File: src/rtl/uart_tx_fifo_if.sv
// uart_tx_fifo_if: write/status/launch signals between the register front end, the TX FIFO and uart_tx
interface uart_tx_fifo_if #(parameter int PTR_W = 4);
  logic             wr_en;
  logic [7:0]       wr_data;
  logic             flush;
  logic             ovf_clr;
  logic [PTR_W:0]   count;
  logic             empty;
  logic             full;
  logic             overflow;
  logic [7:0]       tx_data;
  logic             tx_start;
  logic             tx_busy;
  modport master (
    output wr_en, wr_data, flush, ovf_clr, tx_busy,
    input  count, empty, full, overflow, tx_data, tx_start
  );
  modport slave (
    input  wr_en, wr_data, flush, ovf_clr, tx_busy,
    output count, empty, full, overflow, tx_data, tx_start
  );
endinterface

File: src/rtl/uart_tx_fifo.sv
// uart_tx_fifo: byte FIFO in front of uart_tx, drained by a tx_start/tx_busy launch FSM
module uart_tx_fifo #(
  parameter int DEPTH = 16,
  parameter int PTR_W = 4
) (
  input logic           clk,
  input logic           rst_n,
  uart_tx_fifo_if.slave fifo_if
);
  typedef enum logic [1:0] {IDLE, LAUNCH, WAIT_DONE} state_t;
  state_t           state_q, state_d;
  logic [7:0]       mem_q [DEPTH];
  logic [PTR_W-1:0] wr_ptr_q, wr_ptr_d, rd_ptr_q, rd_ptr_d;
  logic [PTR_W:0]   count_q, count_d;
  logic             ovf_q, ovf_d, tx_start_q, tx_start_d;
  logic [7:0]       tx_data_q, tx_data_d;
  logic             empty, full, push, pop, drop;
  assign empty = count_q == '0;
  assign full  = count_q == (PTR_W+1)'(DEPTH);
  assign push  = fifo_if.wr_en && !full && !fifo_if.flush;
  assign drop  = fifo_if.wr_en && full && !fifo_if.flush;
  // head leaves only once uart_tx has acknowledged it with tx_busy
  assign pop   = state_q == LAUNCH && fifo_if.tx_busy && !fifo_if.flush;
  always_comb begin
    wr_ptr_d = fifo_if.flush ? '0 : wr_ptr_q + PTR_W'(push);
    rd_ptr_d = fifo_if.flush ? '0 : rd_ptr_q + PTR_W'(pop);
    count_d  = fifo_if.flush ? '0 : count_q + (PTR_W+1)'(push) - (PTR_W+1)'(pop);
    ovf_d    = drop ? 1'b1 : (fifo_if.ovf_clr || fifo_if.flush) ? 1'b0 : ovf_q;
  end
  always_comb begin
    state_d    = state_q;
    tx_start_d = tx_start_q;
    tx_data_d  = tx_data_q;
    case (state_q)
      IDLE: if (!empty && !fifo_if.tx_busy && !fifo_if.flush) begin
        state_d    = LAUNCH;
        tx_start_d = 1'b1;
        tx_data_d  = mem_q[rd_ptr_q];
      end
      LAUNCH: if (fifo_if.tx_busy || fifo_if.flush) begin
        state_d    = WAIT_DONE;
        tx_start_d = 1'b0;
      end
      WAIT_DONE: state_d = fifo_if.tx_busy ? WAIT_DONE : IDLE;
      default: state_d = IDLE;
    endcase
  end
  always_ff @(posedge clk)
    if (push) mem_q[wr_ptr_q] <= fifo_if.wr_data;
  always_ff @(posedge clk or negedge rst_n)
    if (!rst_n) begin
      state_q    <= IDLE;
      wr_ptr_q   <= '0;
      rd_ptr_q   <= '0;
      count_q    <= '0;
      ovf_q      <= 1'b0;
      tx_start_q <= 1'b0;
      tx_data_q  <= 8'h00;
    end else begin
      state_q    <= state_d;
      wr_ptr_q   <= wr_ptr_d;
      rd_ptr_q   <= rd_ptr_d;
      count_q    <= count_d;
      ovf_q      <= ovf_d;
      tx_start_q <= tx_start_d;
      tx_data_q  <= tx_data_d;
    end
  assign fifo_if.count    = count_q;
  assign fifo_if.empty    = empty;
  assign fifo_if.full     = full;
  assign fifo_if.overflow = ovf_q;
  assign fifo_if.tx_start = tx_start_q;
  assign fifo_if.tx_data  = tx_data_q;
endmodule

File: src/flat_wrapper.sv
// flat-port wrapper written by rule: the top's interface ports become plain ports
module uart_tx_fifo_flat 
#(
  parameter int DEPTH = 16,
  parameter int PTR_W = 4
)
  (clk, rst_n, fifo_if_wr_en, fifo_if_wr_data, fifo_if_flush, fifo_if_ovf_clr, fifo_if_tx_busy, fifo_if_count, fifo_if_empty, fifo_if_full, fifo_if_overflow, fifo_if_tx_data, fifo_if_tx_start);
  uart_tx_fifo_if #(.PTR_W(PTR_W)) fifo_if_i ();
  input logic clk;
  input logic rst_n;
  input wire logic [$bits(fifo_if_i.wr_en)-1:0] fifo_if_wr_en;
  input wire logic [$bits(fifo_if_i.wr_data)-1:0] fifo_if_wr_data;
  input wire logic [$bits(fifo_if_i.flush)-1:0] fifo_if_flush;
  input wire logic [$bits(fifo_if_i.ovf_clr)-1:0] fifo_if_ovf_clr;
  input wire logic [$bits(fifo_if_i.tx_busy)-1:0] fifo_if_tx_busy;
  output wire logic [$bits(fifo_if_i.count)-1:0] fifo_if_count;
  output wire logic [$bits(fifo_if_i.empty)-1:0] fifo_if_empty;
  output wire logic [$bits(fifo_if_i.full)-1:0] fifo_if_full;
  output wire logic [$bits(fifo_if_i.overflow)-1:0] fifo_if_overflow;
  output wire logic [$bits(fifo_if_i.tx_data)-1:0] fifo_if_tx_data;
  output wire logic [$bits(fifo_if_i.tx_start)-1:0] fifo_if_tx_start;
  assign fifo_if_i.wr_en = fifo_if_wr_en;
  assign fifo_if_i.wr_data = fifo_if_wr_data;
  assign fifo_if_i.flush = fifo_if_flush;
  assign fifo_if_i.ovf_clr = fifo_if_ovf_clr;
  assign fifo_if_i.tx_busy = fifo_if_tx_busy;
  assign fifo_if_count = fifo_if_i.count;
  assign fifo_if_empty = fifo_if_i.empty;
  assign fifo_if_full = fifo_if_i.full;
  assign fifo_if_overflow = fifo_if_i.overflow;
  assign fifo_if_tx_data = fifo_if_i.tx_data;
  assign fifo_if_tx_start = fifo_if_i.tx_start;
  uart_tx_fifo #(.DEPTH(DEPTH), .PTR_W(PTR_W)) u_core (.clk(clk), .rst_n(rst_n), .fifo_if(fifo_if_i));
endmodule
File: config.mk
export PLATFORM = sky130hd
export DESIGN_NAME = uart_tx_fifo_flat
export DESIGN_NICKNAME = d
export VERILOG_FILES = /design/src/rtl/uart_tx_fifo_if.sv /design/src/rtl/uart_tx_fifo.sv /design/src/flat_wrapper.sv
export SDC_FILE = /design/constraint.sdc
export NUM_CORES = 1
export LEC_CHECK = 0
export ABC_AREA = 1
export ABC_CLOCK_PERIOD_IN_PS = 2800
export CAP_MARGIN = 15
export CORE_UTILIZATION = 50
export DETAILED_ROUTE_END_ITERATION = 16
export DONT_BUFFER_PORTS = 1
export GPL_ROUTABILITY_DRIVEN = 1
export GPL_TIMING_DRIVEN = 0
export PLACE_DENSITY = 0.73
export SYNTH_ARGS = -nofsm -noshare
export SYNTH_HDL_FRONTEND = slang
export SYNTH_SLANG_ARGS = --single-unit
export TNS_END_PERCENT = 10
File: constraint.sdc
create_clock -name clk -period 2.8 [get_ports clk]
set_input_delay 0.42 -clock clk [delete_from_list [all_inputs] [get_ports clk]]
set_output_delay 0.42 -clock clk [all_outputs]
set_load 0.02 [all_outputs]
Word level (Yosys, flattened, before mapping)
Memory sizes are Yosys's and may differ from the RTL's. A register that Yosys moved wholly into a read port is not among the register bits.
Index checks and enable logic that the tools add are counted.
- register bits: 17
- memory bits (writable): 128
- input bits: 14
- output and inout port bits: 17
- memories: 1
- memories (memory ; depth ; bits a word ; rd ports ; clocked after memory_dff ; write ports ; RTL line ; text):
    u_core.mem_q ; 16 ; 8 ; 1 ; 1 ; 1 ; uart_tx_fifo.sv:12 ; logic [7:0] mem_q [DEPTH];
- $add $sub $neg: 4
- equality and inequality tests: 5
- muxes and demuxes: 14
- reduce and logical (&&, ||, !) cells: 22
- operators by type and width (kind ; count):
    4-bit by 1-bit adder with 4-bit output ; 2
    1-bit logical AND ; 8
    4-bit 2-to-1 mux ; 2
    1-bit 2-to-1 mux ; 6
    2-bit 2-to-1 mux ; 3
    2-bit one-hot mux with 3 select lines ; 1
    5-bit by 1-bit adder with 5-bit output ; 1
    5-bit equality test, second input constant ; 1
    1-bit logical NOT ; 5
    5-bit logical NOT ; 1
    5-bit 2-to-1 mux ; 1
    5-bit by 1-bit subtractor with 5-bit output ; 1
    2-bit AND reduction ; 2
    2-bit nonzero test ; 2
    3-bit AND reduction ; 1
    2-bit by 1-bit equality test with 1-bit output, second input constant ; 1
    2-bit equality test, second input constant ; 1
    2-bit logical NOT ; 1
    1-bit logical OR ; 2
    2-bit by 1-bit inequality test with 1-bit output, second input constant ; 1
    2-bit inequality test, second input constant ; 1
    1-bit one-hot mux with 2 select lines ; 1

Logic depth before layout (Yosys ltp)
- word-level depth: 7
- depth in mapped cells: 14
- depth with buffers taken out: 14

Least setup slack after synthesis
Ideal clock, no wire load.
- path kind: reg-to-reg
- start point: register u_core.state_q[1]
- end point: register u_core.count_q[4] (netlist: u_core.fifo_if.count[4])
- setup time: 0.077 ns
- arrival time: 2.068 ns
- slack: 0.655 ns
- stages on the path, launching flop included: 14
- period minus slack after synthesis: 2.145 ns
- cell sequence: dfrtp_1 -> nor2_1 -> inv_1 -> nor3_1 -> ha_1 -> inv_1 -> ha_1 -> inv_1 -> fa_1 -> inv_1 -> a21oi_1 -> o21bai_1 -> o21ai_0 -> a21oi_1
- longest elaborated chain between the ends: 5
- RTL lines (item ; RTL line ; text):
    start, declared ; uart_tx_fifo.sv:11 ; state_t state_q, state_d;
    start signal, assigned ; uart_tx_fifo.sv:60 ; state_q <= state_d;
    2-bit by 1-bit equality test with 1-bit output ; uart_tx_fifo.sv:23 ; assign pop = state_q == LAUNCH && fifo_if.tx_busy && !fifo_if.flush;
    1-bit logical AND (2 in series) ; uart_tx_fifo.sv:23 ;
    5-bit by 1-bit subtractor with 5-bit output ; uart_tx_fifo.sv:27 ; count_d = fifo_if.flush ? '0 : count_q + (PTR_W+1)'(push) - (PTR_W+1)'(pop);
    5-bit 2-to-1 mux ; uart_tx_fifo.sv:27 ;
    via u_core.count_d[4] ; uart_tx_fifo.sv:14 ; logic [PTR_W:0] count_q, count_d;
    end signal, assigned ; uart_tx_fifo.sv:63 ; count_q <= count_d;
    end, declared ; uart_tx_fifo.sv:14 ;
The timed path passes the listed nets, and every way through them passes these cells.
A chain may end at the register's enable or synchronous reset.

Worst setup path after layout
- start point: register u_core.count_q[2] (netlist: u_core.fifo_if.count[2])
- end point: memory u_core.mem_q[11][5] (enable)
- longest elaborated chain between the ends: 6
- RTL lines (item ; RTL line ; text):
    5-bit equality test ; uart_tx_fifo.sv:19 ; assign full = count_q == (PTR_W+1)'(DEPTH);
    1-bit logical NOT ; uart_tx_fifo.sv:20 ; assign push = fifo_if.wr_en && !full && !fifo_if.flush;
    1-bit logical AND (2 in series) ; uart_tx_fifo.sv:20 ;
    1-bit 2-to-1 mux ; uart_tx_fifo.sv:49 ; if (push) mem_q[wr_ptr_q] <= fifo_if.wr_data;
    1-bit 2-to-1 mux (not written as such) ; uart_tx_fifo.sv:49 ;
    end, declared ; uart_tx_fifo.sv:12 ;
No other way between the ends.

==> impl_metrics.py <==
metrics = {
    "layout": {
        "fin_util_pct": 58.48,
        "most-common-layout-cells": "nand2_1 (205), edfxtp_1 (128), inv_1 (122)",
        "layout-drive-gt1-share_pct": 9.001,
        "fin_nets": 723,
        "antenna_cells": 0,
        "final_common_cell": "nand2_1",
        "area_growth_pct": 13.62,
        "stdcell_area_sq_um": 7744,
    },
    "worst_setup_path": {
        "crit_path_end_kind": "flip-flop",
        "critPathKind": "reg2reg",
        "worstPathArrival_ns": 2.69,
        "crit_fanout": 8,
        "start_kind": "flip-flop",
        "worstPathRequired_ns": 2.85,
    },
    "routing": {
        "postRouteAntennaNets": 0,
        "drc_errors": 0,
        "dr_total_vias": 4686,
        "totalWireLength_um": 17000,
        "vias_per_cell": 5.283,
        "drtIter0Drc": 377,
        "wl_per_cell_um": 19.17,
        "first_pass_iters": 5,
    },
    "synthesis": {
        "synth_fa_ha_area_share_pct": 2.130,
        "syn_nets": 702,
        "synth_mux_area_share_pct": 0,
        "ys_seq_area_share_pct": 65.58,
        "synth-seq-cells": 153,
        "synth_compound_area_share_pct": 1.303,
        "yosys.area_share.simple_pct": 21.24,
        "avgSynthCellArea_sq_um": 10.07,
        "syn_inst": 677,
        "synthXorXnorAreaFrac_pct": 0.2570,
        "netlist_area_sq_um": 6815,
        "yosys_warnings": 0,
        "ys_types": 23,
        "synth_top_family_by_area": "simple AND/OR/NAND/NOR gates",
    },
    "die": {
        "start_util_pct": 51.46,
        "io_pins": 31,
        "row_count": 42,
        "die_h_um": 118.8,
        "core_area_sq_um": 13240,
        "dieWidth_um": 118.8,
        "dieArea_sq_um": 14100,
    },
    "grt": {
        "overflow": 0,
        "grtUsageTotal_pct": 26.39,
        "antenna_found_initial": 0,
        "grt_max_degree": 26,
        "grt_pass1_vias": 4726,
        "grt_first_pass_wirelength_um": 26630,
    },
    "status": {
        "status": "finished, final reports clean",
    },
    "power_and_ir_drop": {
        "power_density_nw_per_um2": 799.8,
        "vdd_ir_drop_max_mv": 0.5573,
        "p_leak_uw": 0.003412,
    },
    "sta": {
        "tns_ns": 0,
        "setup_viol": 0,
        "max_freq_ghz": 0.3788,
        "tightest_slew_ns": 1.018,
        "finClkSkew_ns": 0.01009,
        "period_needed_ns": 2.640,
        "finalMaxSlewViolations": 0,
        "fin_crit_sh_pct": 94.28,
        "rsz0062_at_grt": "false",
        "finalHoldViolations": 0,
        "slew_headroom_pct": 31.91,
    },
    "placement": {
        "io_buffers": 0,
        "dpl_cell_area_sq_um": 7036,
        "routabilityCongestion": 0.8695,
        "hpwl_um": 11360,
    },
    "clock_tree": {
        "cts_sinks": 153,
        "htreeDepth": 4,
        "clock_latency_ns": 0.44,
        "postCtsSetupBuffers": 0,
        "cts_buffer_depth": 2,
        "cts_inserted_buffers": 17,
        "root_buffer": "clkbuf_16",
        "cts_tree": "yes",
        "clkTransAtPathRegs_ns": 0.07,
    },
    "min_path": {
        "hold_path.class": "in2reg",
    },
    "flow_run": {
        "maxCapViolations": 0,
    },
}
## stage by stage
stage,hold slack [ns],cells,total power (uW),setup slack [ns]
2_1_floorplan,0.1244,677,3387,0.6547
3_3_place_gp,0.1248,853,3589,0.2890
3_5_place_dp,0.1247,853,3626,0.2007
4_1_cts,0.07351,887,6206,0.1867
5_1_grt,0.06311,887,6431,0.02168
6_report,0.07729,887,6194,0.1601
## sequential cells by signal, indices dropped and copies added (netlist names)
register	flops
u_core.mem_q	128
u_core.fifo_if.tx_data	8
u_core.fifo_if.count	5
u_core.rd_ptr_q	4
u_core.wr_ptr_q	4
u_core.state_q	2
u_core.fifo_if.overflow	1
u_core.fifo_if.tx_start	1
## what timing repair did
| item | 4_1_cts | 5_1_grt |
|---|---|---|
| resized for setup | 0 | 1 |
| setup endpoints to repair | 0 | 1 |
| hold buffers | 2 | 0 |
| endpoints found under the hold margin | 25 | 0 |
## path summary, 6_finish.rpt
kind / from / to / slack (ns) / cells past startpoint
worst max-delay path: u_core.fifo_if.count[2] / u_core.mem_q[11][5] / 0.16 / 7
min in group asynchronous: rst_n / u_core.fifo_if.tx_data[7] / 0.42 / 2
worst max register to register: u_core.fifo_if.count[2] / u_core.mem_q[11][5] / 0.16 / 7
worst min-delay path: fifo_if_wr_data[7] / u_core.mem_q[14][7] / 0.08 / 0
max in group asynchronous: rst_n / u_core.fifo_if.count[0] / 2.22 / 2
worst min register to register: u_core.state_q[1] / u_core.state_q[1] / 0.61 / 2
## layer usage
metal / part of all wire [%] / GRT usage [%]
met1: 42 / 33.64
met2: 49 / 43.46
met3: 6.3 / 5.695
met4: 3.2 / 11.47
met5: 0 / 0
## Yosys cell counts
cell | instances | area, sq um
clkinv_1 | 1 | 3.750
nand4_1 | 2 | 12.51
nor2_1 | 26 | 97.59
nor3_2 | 1 | 10.01
nor3_1 | 1 | 5.000
buf_6 | 8 | 90.09
nand2_1 | 205 | 769.5
ha_1 | 10 | 125.1
fa_1 | 1 | 20.02
clkbuf_1 | 1 | 3.750
a21oi_1 | 8 | 40.04
o21bai_1 | 1 | 7.510
inv_1 | 122 | 457.9
edfxtp_1 | 128 | 3844
buf_2 | 16 | 80.08
inv_2 | 3 | 11.26
nand3b_1 | 1 | 7.510
a31oi_1 | 1 | 6.260
nand3_2 | 2 | 20.02
xnor2_1 | 2 | 17.52
nand3_1 | 105 | 525.5
o21ai_0 | 7 | 35.03
dfrtp_1 | 25 | 625.6
## cell type report
cell class | count | area, sq um
clock buffers | 17 | 425.4
inverters | 126 | 473.0
multi-input cells | 373 | 1704
repair buffers | 2 | 30.03
clock inverters | 15 | 247.7
flip-flops and latches | 153 | 4469
fillers | 1106 | 5499
plain buffers | 25 | 173.9
well taps | 176 | 220.2
## report_power, final
part | internal [uW] | total [uW] | switching [uW]
Sequential | 2580 | 2750 | 171
Clock | 1670 | 2590 | 919
Combinational | 276 | 849 | 573
Total | 4530 | 6190 | 1660
## critical path, cell delays in order (launching register included)
cell and delay, ns:
dfrtp_1 0.48, inv_1 0.11, ha_1 0.23, nand4_1 0.16, nand3_1 0.09, inv_1 0.16, nand3_1 0.20, nor2_1 0.82
## cells by family (layout without fill, tap and decap cells)
family          Yosys count  in the layout
simple gates            343            343
flops                   153            153
buf+inv                 151            185
compound gates           17             17
fa+ha+maj                11             11
xor+xnor                  2              2
(Power assumes the default switching activity.)
